**src/rtl/skid_pipe_stage.sv**
```systemverilog
// Two-entry skid buffer forming one fully registered valid/ready pipeline stage.
// Payload lives in two enable flops (main drives out_data, skid absorbs the stall beat).
module skid_pipe_stage #(
    parameter int W = 32
) (
    input  logic         clk,
    input  logic         arst_n,
    input  logic         flush,
    input  logic         in_vld,
    input  logic [W-1:0] in_data,
    output logic         in_rdy,
    output logic         out_vld,
    output logic [W-1:0] out_data,
    input  logic         out_rdy,
    output logic [1:0]   occ
);

    typedef enum logic [1:0] {
        EMPTY = 2'd0,
        ONE   = 2'd1,
        FULL  = 2'd2
    } state_e;

    state_e       state_q, state_d;
    logic         inRdy_q;
    logic [W-1:0] mainData_q;
    logic [W-1:0] skidData_q;
    logic         accept;
    logic         pop;
    logic         mainEn;
    logic         skidEn;

    assign out_vld  = (state_q != EMPTY);
    assign in_rdy   = inRdy_q;
    assign occ      = state_q;
    assign out_data = mainData_q;
    assign accept   = in_vld & inRdy_q;
    assign pop      = out_vld & out_rdy;

    // Next state and storage enables; flush overrides everything and drops any accepted beat.
    always_comb begin
        state_d = state_q;
        mainEn  = 1'b0;
        skidEn  = 1'b0;
        if (flush) begin
            state_d = EMPTY;
        end else begin
            case (state_q)
                EMPTY: begin
                    if (accept) begin
                        state_d = ONE;
                        mainEn  = 1'b1;
                    end
                end
                ONE: begin
                    if (accept && pop) begin
                        mainEn = 1'b1;
                    end else if (accept) begin
                        state_d = FULL;
                        skidEn  = 1'b1;
                    end else if (pop) begin
                        state_d = EMPTY;
                    end
                end
                FULL: begin
                    if (pop) begin
                        state_d = ONE;
                        mainEn  = 1'b1;
                    end
                end
                default: state_d = EMPTY;
            endcase
        end
    end

    // in_rdy is held low through reset and rises on the first edge afterwards.
    always_ff @(posedge clk or negedge arst_n) begin
        if (!arst_n) begin
            state_q <= EMPTY;
            inRdy_q <= 1'b0;
        end else begin
            state_q <= state_d;
            inRdy_q <= (state_d != FULL);
        end
    end

    always_ff @(posedge clk) begin
        if (mainEn) begin
            mainData_q <= (state_q == FULL) ? skidData_q : in_data;
        end
        if (skidEn) begin
            skidData_q <= in_data;
        end
    end

    ctrlKnown: assert property (@(posedge clk) disable iff (!arst_n)
        !$isunknown({in_vld, out_rdy, flush}));

    enableKnown: assert property (@(posedge clk) disable iff (!arst_n)
        !$isunknown({mainEn, skidEn}));

endmodule

```
**config.mk**
```make
export PLATFORM = sky130hd
export DESIGN_NAME = skid_pipe_stage
export DESIGN_NICKNAME = d
export VERILOG_FILES = /design/src/rtl/skid_pipe_stage.sv
export SDC_FILE = /design/constraint.sdc
export NUM_CORES = 1
export LEC_CHECK = 0
export CAP_MARGIN = 10
export CORE_UTILIZATION = 40
export DETAILED_ROUTE_END_ITERATION = 6
export DONT_BUFFER_PORTS = 1
export PLACE_DENSITY_LB_ADDON = 0.3
export SLEW_MARGIN = 40
export SYNTH_ARGS = -nofsm -noshare
export SYNTH_HDL_FRONTEND = slang
export SYNTH_SLANG_ARGS = --single-unit
```
**constraint.sdc**
```tcl
create_clock -name clk -period 11.48 [get_ports clk]
set_input_delay 2.296 -clock clk [delete_from_list [all_inputs] [get_ports clk]]
set_output_delay 2.296 -clock clk [all_outputs]
set_load 0.02 [all_outputs]
```
# Yosys cells after proc, flatten, opt, wreduce, memory -nomap -nowiden
# Cells that the tools add are included.
dict set report op_classes {
  eq_ne 3
  n_mux 16
  n_bitwise 2
  n_reduce_logical 3
}
# op n
set op_table {}
lappend op_table {{32-bit two-way mux} 1}
lappend op_table {{2-bit two-way mux} 6}
lappend op_table {{1-bit two-way mux} 7}
lappend op_table {{2-bit one-hot mux with 3 select lines} 1}
lappend op_table {{1-bit one-hot mux with 3 select lines} 1}
lappend op_table {{1-bit bitwise AND} 2}
lappend op_table {{2-bit by 1-bit == test with 1-bit output, second input constant} 1}
lappend op_table {{2-bit == test, second input constant} 1}
lappend op_table {{2-bit logical NOT} 1}
lappend op_table {{2-bit inequality test, second input constant} 1}
lappend op_table {{2-bit nonzero test} 1}
lappend op_table {{1-bit logical AND} 1}
dict set report word_totals {
  ff_bits 67
  input_bits 37
  output_inout_bits 36
}

# Longest topological paths before layout
# Gate-level depths: netlist (run 1).
dict set report depth {
  depth_word 8
  ltp_mapped 4
  depth_no_buf 3
}

# Worst setup path before layout (run 1)
# No wires, ideal clock.
dict set report synth_timing {
  kind {input-to-reg}
  from {input port out_rdy}
  to {register skidData_q[0] (enable)}
  arrival_time_ps 5517
  slack_ps 5458
  path_stages 2
  path_buffers 0
  cell_sequence {nand2b_1 nor4_1}
}
dict set report synth_via {
  elab_chain_len 5
}
# item line_no
set synth_rtl {}
lappend synth_rtl {{from (decl)} 14} ;# input logic out_rdy,
lappend synth_rtl {{1-bit bitwise AND} 38} ;# assign pop = out_vld & out_rdy;
lappend synth_rtl {{1-bit logical AND} 56} ;# if (accept && pop) begin
lappend synth_rtl {{1-bit two-way mux} 56}
lappend synth_rtl {{1-bit two-way mux} 48} ;# case (state_q)
lappend synth_rtl {{1-bit two-way mux} 45} ;# if (flush) begin
lappend synth_rtl {{via skidEn} 31} ;# logic skidEn;
lappend synth_rtl {{to (signal assigned)} 92} ;# skidData_q <= in_data;
lappend synth_rtl {{to (decl)} 27} ;# logic [W-1:0] skidData_q;
# The timed path passes the listed nets, and every way through them passes these cells.
# A chain may end at the register's enable or synchronous reset.

# Worst setup path in the final report (run 1)
dict set report layout_timing {
  from {register state_q[1] (netlist: occ[1])}
  to {output port out_vld}
}
dict set report layout_via {
  elab_chain_len 1
}
# item line_no
set layout_rtl {}
lappend layout_rtl {{from (decl)} 24} ;# state_e state_q, state_d;
lappend layout_rtl {{from (signal assigned)} 82} ;# state_q <= state_d;
lappend layout_rtl {{2-bit nonzero test} 33} ;# assign out_vld = (state_q != EMPTY);
lappend layout_rtl {{to (decl)} 12} ;# output logic out_vld,
# Every way passes these cells.

==> results of run 1 <==
[state kept, by name, summed over array words and instances (netlist names)]
name,cells
out_data,32
skidData_q,32
in_rdy,1
occ,2
[final timing paths]
kind                                 from            to  slack [ns]  cells after the start
setup / recovery                   occ[1]       out_vld        7.88                      1
hold / removal             skidData_q[29]  out_data[29]        0.55                      1
setup reg to reg                   occ[0]  out_data[27]        9.33                      4
hold reg to reg            skidData_q[29]  out_data[29]        0.55                      1
max in group asynchronous          arst_n        occ[1]        9.77                      0
min in group asynchronous          arst_n        occ[0]        1.64                      0
[cells in the mapped netlist, types with 2 or more instances]
cell type | n | area share [%]
sky130_fd_sc_hd__dfrtp_1 | 3 | 2.8
sky130_fd_sc_hd__mux2_4 | 30 | 17
sky130_fd_sc_hd__nand2b_1 | 2 | 0.47
sky130_fd_sc_hd__edfxtp_1 | 64 | 72
sky130_fd_sc_hd__buf_12 | 3 | 2.3
sky130_fd_sc_hd__mux2_2 | 2 | 0.85
[stage by stage]
step           hold slack [ns]  cell area, sq um  worst slack [ns]
2_1_floorplan            0.523              2660              5.46
3_3_place_gp             0.532              2720              7.51
3_5_place_dp             0.536              2730              7.63
4_1_cts                  0.550              2920              7.86
5_1_grt                  0.557              2920              7.82
6_report                 0.547              2920              7.88
[power by group]
group	leakage (uW)	total (uW)	switching (uW)	internal (uW)
sequential	0.000623	289	11.1	278
combinational	0.000276	20.5	8.52	12.0
clock	0.0000849	187	88.0	98.9
[worst register-to-register path: stages (launching register included)]
cell                      delay (ns)
sky130_fd_sc_hd__dfrtp_1        0.54
sky130_fd_sc_hd__nor2b_1        0.22
sky130_fd_sc_hd__or3_1          0.36
sky130_fd_sc_hd__a21oi_4        0.47
sky130_fd_sc_hd__buf_8          0.25
[metal layers]
| metal | wire length (microns) | vias to the layer above |
|---|---|---|
| met3 | 235 | 10 |
| met2 | 2270 | 44 |
| li1 | - | 490 |
| met4 | 100 | 0 |
| met1 | 1450 | 528 |
| met5 | 0 | - |
[area by class of cell]
class                           count  area [sq um]
Fill cell                         557          3460
Sequential cell                    67          2000
Multi-Input combinational cell     48           601
Clock buffer                        9           124
Tap cell                           77          96.3
Clock inverter                      7          68.8
Timing Repair Buffer                3          30.0
Inverter                            2          7.51
[logic make-up (layout without fill, tap and decap cells)]
family	Yosys count	count (layout)	synth area share, %
muxes	32	32	17.8
AOI/OAI and AO/OA	4	4	0.988
and+or+nand+nor	12	12	3.15
buffers and inverters	6	21	2.96
DFF	67	67	75.1
==> summary.md, run 1 <==
The critical path goes through or2_2. The detail-routed net length per standard cell was 19.1 microns; the routability congestion estimate from global placement was 0.663. For this design the ratio of total power to cell area is 170 nW/um^2. The H-tree was split into 3 levels. The library cell used most frequently in the layout, excluding fill and tap cells, is sky130_fd_sc_hd__edfxtp_1. The first global-routing pass estimated 6600 microns of wire.

The fraction of registers with async set/reset was 4.48%; the standard cell core area was 6390 sq um. In this run the core area contains 29 standard-cell rows. The die is 83.5 microns wide.

For the pin with the worst max-slew slack, the measured transition is 0.572 ns. STA classifies the critical path startpoint as a register. Sequential elements use 75.1% of the synthesized area.

The run gives 13.0% as the global-route track usage on met1. For this block, the via count after detailed routing is 1,072. After detailed routing, the number of remaining DRC violations is 0.

In this run the tightest slew margin relative to its limit is 61.9%. Across the VDD grid, the largest voltage drop is 0.0000769 V. Buffers added to address setup during post-CTS repair amount to 0. The path class of the tightest hold or removal check is reg -> reg.

The critical path contains buffers and inverters numbering 0 combined. The run gives 0.00894 ns as the clock skew. The HPWL after detailed placement is 2820 microns.

The tree is rooted in a sky130_fd_sc_hd__clkbuf_8. The number of flip-flops and latches in the synthesized netlist was 67; the net count of the mapped netlist was 158. TritonCTS built the clock tree.

The clock reaches the later pin of the worst-skew pair after 0.34 ns. By startpoint and endpoint, the worst setup path is classified as reg -> out. Total setup violations reported at the end of the flow: 0. Along the worst path, the maximum fanout reaches 10.

The most crowded layer after global routing is met2. The tools report the count of yosys warnings during synthesis as 0. Synthesis handed over a netlist of 121 instances. The first routing iteration left 31 violations.

The count of hold-fix buffers inserted at cts came out at 0. The repair_antennas step left the layout with diodes totalling 0. The clock edge transition at the registers on the reported setup and hold paths came out at 0.07 ns. The per-instance average area after synthesis is 22.0 sq um. Measured on the finished design, the core utilization comes to 45.8%. Entering global routing, the biggest net connects 33 pins. The initial core utilization came out at 41.6%. Setup repair after global routing left no endpoint under its margin. The flow ran to the end, and the final reports show no timing, DRC or antenna violations. For the finished layout, the period the worst path requires is 3.60 ns. The number of I/O port buffers is 0.

Dividing the detail-routed via count by the number of cells gives 5.03. The net count of the finished layout is 168. The total power consumption of the routed design is 496 uW.

The logs give 0 for the initial antenna violation count and 197 for the cell count after placement. The worst path uses 31.3% of the clock period. The via count of the first global-routing pass was 1,191. Counting flops with a built-in enable in the synthesized netlist gives 64. The post-route netlist has 40.4% of its cells at a drive strength greater than 1.

The run gives 3 as the count of TritonRoute iterations in the first routing pass. The worst path arrival time came out at 1.30 ns. The run gives 0 as the hold violation count in the final report. Across every metal layer, demand over resource in global routing totals 13.2%.

Global routing consumed, on the met2 layer, 22.7% of the routing resources. In this design, the stage delay of the slowest critical-path cell is 0.54 ns. The library cells used most frequently in the layout, excluding fill and tap cells, are 64 x sky130_fd_sc_hd__edfxtp_1, 30 x sky130_fd_sc_hd__mux2_4, 9 x sky130_fd_sc_hd__clkbuf_8.

The category of cells accounting for the largest share of critical-path delay was flip-flops. The count of instances resized after the clock tree is built was 0; the met3 track utilization from global routing was 5.84%. The tools report the required arrival time at the worst endpoint as 9.18 ns.

Summed over all cells, the static leakage comes to 0.000984 uW. The overall die height was 83.5 microns; the die area was 6980 sq um. During I/O placement, the number of pins put on the boundary was 73. The run gives 213 as the filler-free cell count of the finished design. The slowest stage of the critical path belongs to the cell sky130_fd_sc_hd__dfrtp_1. The number of distinct library cell variants in the gate-level netlist after synthesis was 23; the maximum frequency from static timing analysis was 278 MHz. For the largest buffer count on any clock path, the log shows 2. In this run the remaining antenna-violating nets after routing total 0. The synthesis-to-finish area growth works out to 9.98%.

The tool flagged a number of max-cap violations equal to 0. The run gives 2660 sq um as the synthesized area. Global routing finished with a remaining overflow of 0. The max-slew violation count was 0. The worst setup path is captured at an output port. Adding up every negative setup slack in the final design gives 0 ns.

Counting the buffers created by CTS gives 9. The most used flip-flop cell after synthesis is sky130_fd_sc_hd__edfxtp_1. The routed wire length came out at 4060 microns. For this design, the sink count on the clock tree is 67.
Note: power is estimated with default switching activity, not from simulation.
==> inputs of run 2 (changes only) <==
- clock period: 11.48 -> 3.5 ns (I/O delays scaled with it)
==> run 2 against run 1 <==
  * Die area stayed put
  * Non-clock buffer count rose by 1
  * Critical path depth is 3 higher
  * First-iteration DRC count rose to 2.8 times the previous value
  * Sequential power rose to 3.3 times the previous value
  * Combinational power grew to 3.3 times the previous value
  * Flip-flop and latch count unchanged
  * Clock skew down 0.0024 ns
  * Sequential share of layout area increased by 0.77 points
  * Register-to-register slack got worse by 8.1 ns
  * Wire length rose by 1.8%
  * Core utilization shrank 0.51 points
  * Largest cell class unchanged
==> summary.md, run 2 (synthesis gave the netlist of run 1 again) <==
The run finished with clean final reports. The global route total overflow was 0 (unchanged); the hold violation count in the final report was 0 (unchanged). Clock skew: 0.00649 ns (-0.00245 ns). The run gives 29 (unchanged) as the number of core rows. The detail-routed net length per standard cell is 19.3 microns (+1.4%). The class of the tightest hold or removal check is in -> async.

The run gives 13.0% (-0.19 points) as the total track usage. The fill cell instance count of the final layout is 551 (-1.1%). The tools report the number of maximum-capacitance violations as 0 (unchanged).

By startpoint and endpoint, the worst setup path is classified as reg -> reg. The share of the clock period used by the worst path after layout works out to 63.7%. The number of DRC violations after detailed-routing iteration 0 was 87 (+180%); the clock edge transition at the registers on the reported setup and hold paths was 0.06 ns (about the same).

Total setup violations reported at the end of the flow: 0 (unchanged). The critical path goes through nor2b_1 -> or3_1 -> a21oi_4 -> buf_4. The post-detailed-route count of antenna-violating nets is 0 (unchanged), and the initial core utilization is 41.6% (unchanged). The average via count per standard cell was 5.13 (+1.9%); the worst-path maximum fanout was 21 (+11). Category of the worst setup path launch point: a register. The count of TritonRoute iterations in the first routing pass was 4 (+1); the standby leakage power was 0.000980 uW (-0.39%). The die width is 83.5 microns (unchanged), and the number of I/O port buffers is 0 (unchanged). Number of setup buffers added after CTS: 0 (unchanged). The final setup slack of the worst path is 1.27 ns (-6.61 ns), and the power per standard cell area is 526 nW/um^2 (+210%).

The worst path arrival time was 2.24 ns (+0.94 ns); the number of remaining DRC errors was 0 (unchanged). Total vias in the final route: 1,097 (+2.3%). TritonCTS built the clock tree. The logs give 1,177 (-1.2%) for the via count of the first global-routing pass and 0 (unchanged) for the count of instances resized after the clock tree is built. The minimum setup slack after placement is 1.14 ns (-6.49 ns), and the pin count of the biggest net entering global routing is 33 (unchanged).

The tools report the launch point of the worst reg-to-reg path as occ[0]. Area used by sequential logic in the layout: 2000 sq um (unchanged). Delay contributed by the slowest stage of the critical path: 0.54 ns (about the same).

The overall die height is 83.5 microns (unchanged). From synthesis to final layout, the design area changed by 8.75%. The worst relative slew slack was 68.7% (+6.8 points). The HPWL after detailed placement came out at 2850 microns (+1.0%). The tools report the insertion delay to the later sink of the worst-skew pair as 0.33 ns (about the same). The worst setup path is captured at a register. The total number of clock tree sinks was 67 (unchanged); the H-tree level count was 3 (unchanged).

For the die area, the log shows 6980 sq um (unchanged). The final core area utilization came out at 45.3% (-0.51 points). The share of post-route cells with drive strength above 1 was 37.2% (-3.2 points). The routed wire length is 4130 microns (+1.8%). The placement-stage cell area is 2740 sq um (+0.32%).

The number of placed I/O pins was 73 (unchanged); the minimum clock period was 2.23 ns. Setup repair after global routing left no endpoint under its margin. The run gives 0 (unchanged) as the initial antenna violation count.

The slowest stage cell on the critical path was sky130_fd_sc_hd__dfrtp_1. The logs give 0 (unchanged) for the count of hold-fix buffers inserted at cts and 0 (unchanged) for the max-slew violation count. Slew at the pin with the worst max-slew slack: 0.470 ns (-0.102 ns). The run gives 2890 sq um (-1.1%) as the area of all placed cells without fillers. The largest buffer count on any clock path was 2 (unchanged); the routability congestion estimate from global placement was 0.702 (+6.0%). Buffer cell driving the clock tree root: sky130_fd_sc_hd__clkbuf_8. The origin of the worst setup path was occ[0].

Most common library cell in the layout ignoring fill and taps: sky130_fd_sc_hd__edfxtp_1. The run gives 609 sq um (+1.5%) as the area occupied by multi-input gates. The tools report the maximum ir drop on the vdd rail as 0.000235 V (+210%). The final net count is 169 (+0.60%), and the maximum frequency from static timing analysis is 449 MHz.

The run gives 9 (unchanged) as the total clock buffers created by CTS. The tools report the first-pass GRT wire length as 6640 microns (+0.73%). For the total negative slack, the log shows 0 ns (unchanged).

In the layout the commonest cells are 64 x sky130_fd_sc_hd__edfxtp_1, 30 x sky130_fd_sc_hd__mux2_4, 9 x sky130_fd_sc_hd__clkbuf_8. The run gives 3.51 ns (-5.67 ns) as the required arrival time at the worst endpoint. The number of inserted diodes is 0 (unchanged), and the standard cell core area is 6390 sq um (unchanged).
[run 2: cell count changes in the layout (fill, tap and decap cells not counted), sizes merged]
| cell | before | now |
|---|---|---|
| clkbuf | 9 | 11 |
| bufinv | 1 | 0 |
| clkinv | 2 | 5 |
| clkinvlp | 4 | 0 |
| buf | 3 | 4 |
[run 2: report_power, final]
group	internal [uW]	switching [uW]
logic	38.6	29.0
clock network	246	259
registers	912	36.6
total	1200	324
[run 2: worst paths after layout]
check | to | slack [ns] | cells past startpoint
max in group asynchronous | occ[1] | 3.37 | 0
worst max register to register | out_data[16] | 1.27 | 4
worst max-delay path | out_data[16] | 1.27 | 4
worst min-delay path | occ[0] | 0.06 | 0
worst min register to register | out_data[21] | 0.54 | 1
min in group clk | occ[0] | 0.43 | 1
[run 2: final cells by class]
class	count	share of cell area [%]
sequential	67	69.1
clock inverter	5	0.692
multi-input combinational	48	21.1
inverter	2	0.260
timing repair buffer	4	1.04
clock buffer	11	4.54
tap	77	3.33
[run 2: metal layers]
layer,track usage (%),vias up,part of all wire [%]
met3,6.92,10,8.4
met5,0,-,0
li1,-,497,-
met2,20.8,50,51
met1,14.4,540,39
met4,6.01,0,1.7
[run 2: worst max-delay path: cells and delay by family, from the launching register on]
| kind | cells | cell delay [ns] |
|---|---|---|
| and+or+nand+nor | 2 | 0.58 |
| AOI/OAI and AO/OA | 1 | 0.41 |
| buffers and inverters | 1 | 0.37 |
| DFF | 1 | 0.54 |
[run 2: through the flow]
stage | total power, uW | cells | hold WS [ns]
CTS | 1540 | 214 | 0.0393
detailed placement | 1040 | 198 | 0.404
finish | 1520 | 214 | 0.0569
global route | 1580 | 214 | 0.0373
floorplan | 1020 | 121 | 0.404
global placement | 1030 | 198 | 0.404
==> inputs of run 3 (changes only) <==
- clock period: 3.5 -> 2 ns (I/O delays scaled with it)
==> run 3 against run 2 <==
  * Count of clock-buffer cells in the layout fell by 2
  * Critical path type unchanged
  * Via count fell by 0.18%
  * Core utilization rose by 1.5 points
  * Sequential power rose by 75%
  * Total power rose by 88%
  * First-iteration DRC count fell by 33%
  * Non-clock buffer count rose by 1
  * Critical path depth did not move
==> summary.md, run 3 (synthesis gave the netlist of run 1 again) <==
The sequential share of power is 58.0% (-4.4 points), and the number of I/O port buffers is 0 (unchanged). The cell count after placement is 198 (unchanged), and the total vias in the final route is 1,095 (-0.18%). The logs give 6390 sq um (unchanged) for the standard cell core area and 562 MHz (+25%) for the maximum frequency from static timing analysis.

The logs give 2240 uW (+87%) for the internal power contribution and 0.00689 ns (+0.000393 ns) for the clock skew. The count of TritonRoute iterations in the first routing pass is 2 (-2), and the routed wire length is 4060 microns (-1.7%). The maximum ir drop on the vdd rail is 0.000509 V (+120%).

The fill cell instance count of the final layout came out at 548 (-0.54%). The H-tree level count is 3 (unchanged), and the detail-routed net length per standard cell is 18.9 microns (-2.2%). The switching power summed over all nets was 621 uW (+91%); the post-detailed-route count of antenna-violating nets was 0 (unchanged). The total negative slack came out at 0 ns (unchanged). The share of total power consumed by net switching was 21.7% (+0.36 points). For the total track usage, the log shows 12.6% (-0.46 points).

For the total number of clock tree sinks, the log shows 67 (unchanged). The count of instances resized after the clock tree is built was 0 (unchanged). STA classifies the critical path startpoint as a register. The number of placed I/O pins was 73 (unchanged); the via count of the first global-routing pass was 1,226 (+4.2%). STA classifies the critical path endpoint as a register.

The run gives 0 (unchanged) as the total setup violations reported at the end of the flow. The worst setup path is of the reg -> reg kind. The HPWL after detailed placement was 2670 microns (-6.2%); the synthesis-to-finish area growth was 12.3%. The worst reg-to-reg setup slack is 0.22 ns (-1.05 ns), and the required arrival time at the worst endpoint is 2.03 ns (-1.48 ns).

In the layout the commonest cells are 64 x sky130_fd_sc_hd__edfxtp_1, 30 x sky130_fd_sc_hd__mux2_4, 9 x sky130_fd_sc_hd__clkbuf_8. The overall die height is 83.5 microns (unchanged), and the worst path arrival time is 1.81 ns (-0.43 ns). Number of maximum-capacitance violations: 0 (unchanged). The die width came out at 83.5 microns (unchanged). The tools report the origin of the worst setup path as occ[0]. The run gives 4.5% (about the same) as the share of total power in combinational logic. The slew at the pin with the worst max-slew slack is 0.311 ns (-0.159 ns). Setup repair after global routing left no endpoint under its margin. The flow ran to the end, and the final reports show no timing, DRC or antenna violations.

The minimum setup slack after placement is 0.219 ns (-0.919 ns), and the total power consumption of the routed design is 2860 uW (+88%). The endpoint identified for the worst register-to-register timing path is out_data[20]. For the part of the power in the clock network, the log shows 37.5% (+4.3 points). The logs give 79.3% (+11 points) for the worst relative slew slack and 0 (unchanged) for the max-slew violation count. Filler-free cell count of the finished design: 215 (+0.47%). The share of the clock period used by the worst path after layout came out at 89.0% (+25 points). The tightest min-delay check is of the in -> reg type. The minimum clock period was 1.78 ns (-0.449 ns); the standby leakage power was 0.00101 uW (+3.4%). The tools report the number of remaining DRC errors as 0 (unchanged).

For the initial core utilization, the log shows 41.6% (unchanged). The run gives 2 (unchanged) as the largest buffer count on any clock path. The total clock buffers created by CTS was 9 (unchanged). The run gives 0 (unchanged) as the hold violation count in the final report.

Buffer cell driving the clock tree root: sky130_fd_sc_hd__clkbuf_8. The power per standard cell area was 959 nW/um^2 (+82%). TritonCTS built the clock tree.

Timing endpoint of the critical path: out_data[20]. The global route total overflow was 0 (unchanged). The final core area utilization is 46.8% (+1.5 points). The path depth of the worst reg2reg path was 4 (unchanged). Share of post-route cells with drive strength above 1: 44.9% (+7.7 points). The launch point of the worst reg-to-reg path was occ[0]. The number of inserted diodes is 0 (unchanged). The tools report the insertion delay to the later sink of the worst-skew pair as 0.33 ns (about the same). Average via count per standard cell: 5.09 (-0.65%). The library cell used most frequently in the layout, excluding fill and tap cells, is sky130_fd_sc_hd__edfxtp_1. The initial antenna violation count was 0 (unchanged). The final setup slack of the worst path was 0.221 ns (-1.05 ns); the first-pass GRT wire length was 6390 microns (-3.8%). The number of DRC violations after detailed-routing iteration 0 was 58 (-33%); the routability congestion estimate from global placement was 0.650 (-7.4%).

The number of core rows is 29 (unchanged), and the worst-path maximum fanout is 32 (+52%). The pin count of the biggest net entering global routing was 33 (unchanged); the final net count was 170 (+0.59%). Die area: 6980 sq um (unchanged). The clock edge transition at the registers on the reported setup and hold paths came out at 0.07 ns (about the same).
[run 3: changes by cell type in the layout (fill, tap and decap cells not counted), sizes merged]
cell and delta:
bufinv +1, clkbuf -2, clkinvlp +1, dlygate4sd3 +1
[run 3: per-stage QoR]
step	cell area, sq um	hold WS [ns]
detailed placement	2780	0.105
floorplan	2700	0.104
CTS	2990	0.118
finish	2990	0.138
global route	2990	0.124
global placement	2780	0.104
[run 3: cell type report]
class                   instances  area (sq um)  area share (%)
flip-flops and latches         67          2000            67.0
multi-input cells              48           624            20.9
clock buffers                   9           124            4.15
well taps                      77          96.3            3.23
clock inverters                 7          68.8            2.30
repair buffers                  5          65.1            2.18
inverters                       2          7.51           0.251
[run 3: power by group through the flow]
stage / combinational (uW) / clock [uW] / sequential (uW)
3_5_place_dp: 129 / 0 / 1690
6_report: 129 / 1070 / 1660
2_1_floorplan: 110 / 0 / 1690
3_3_place_gp: 124 / 0 / 1690
4_1_cts: 132 / 1110 / 1660
5_1_grt: 139 / 1180 / 1660
[run 3: layer usage]
metal  part of all wire (%)  track usage, %
met1                     40            13.8
met2                     52            20.9
met3                    6.5            5.24
met4                    2.0            6.47
met5                      0               0
[run 3: worst max-delay path, stage by stage, from the launching register on]
cell and delay (ns):
sky130_fd_sc_hd__dfrtp_2 0.52, sky130_fd_sc_hd__nor2b_2 0.21, sky130_fd_sc_hd__or3_4 0.37, sky130_fd_sc_hd__a21oi_4 0.15
sky130_fd_sc_hd__buf_12 0.22
[run 3: timing repair]
action	CTS	global route
hold buffers	1	0
buffers inserted	0	0
endpoints found under the hold margin	3	0
[run 3: worst min path at each step]
stage          cells after the start    from     end  slack [ns]
2_1_floorplan                      0  arst_n  in_rdy        0.10
3_3_place_gp                       0  arst_n  in_rdy        0.10
6_report                           1   flush  occ[0]        0.14
4_1_cts                            1   flush  occ[0]        0.12
5_1_grt                            1   flush  occ[0]        0.12
3_5_place_dp                       0  arst_n  occ[1]        0.10
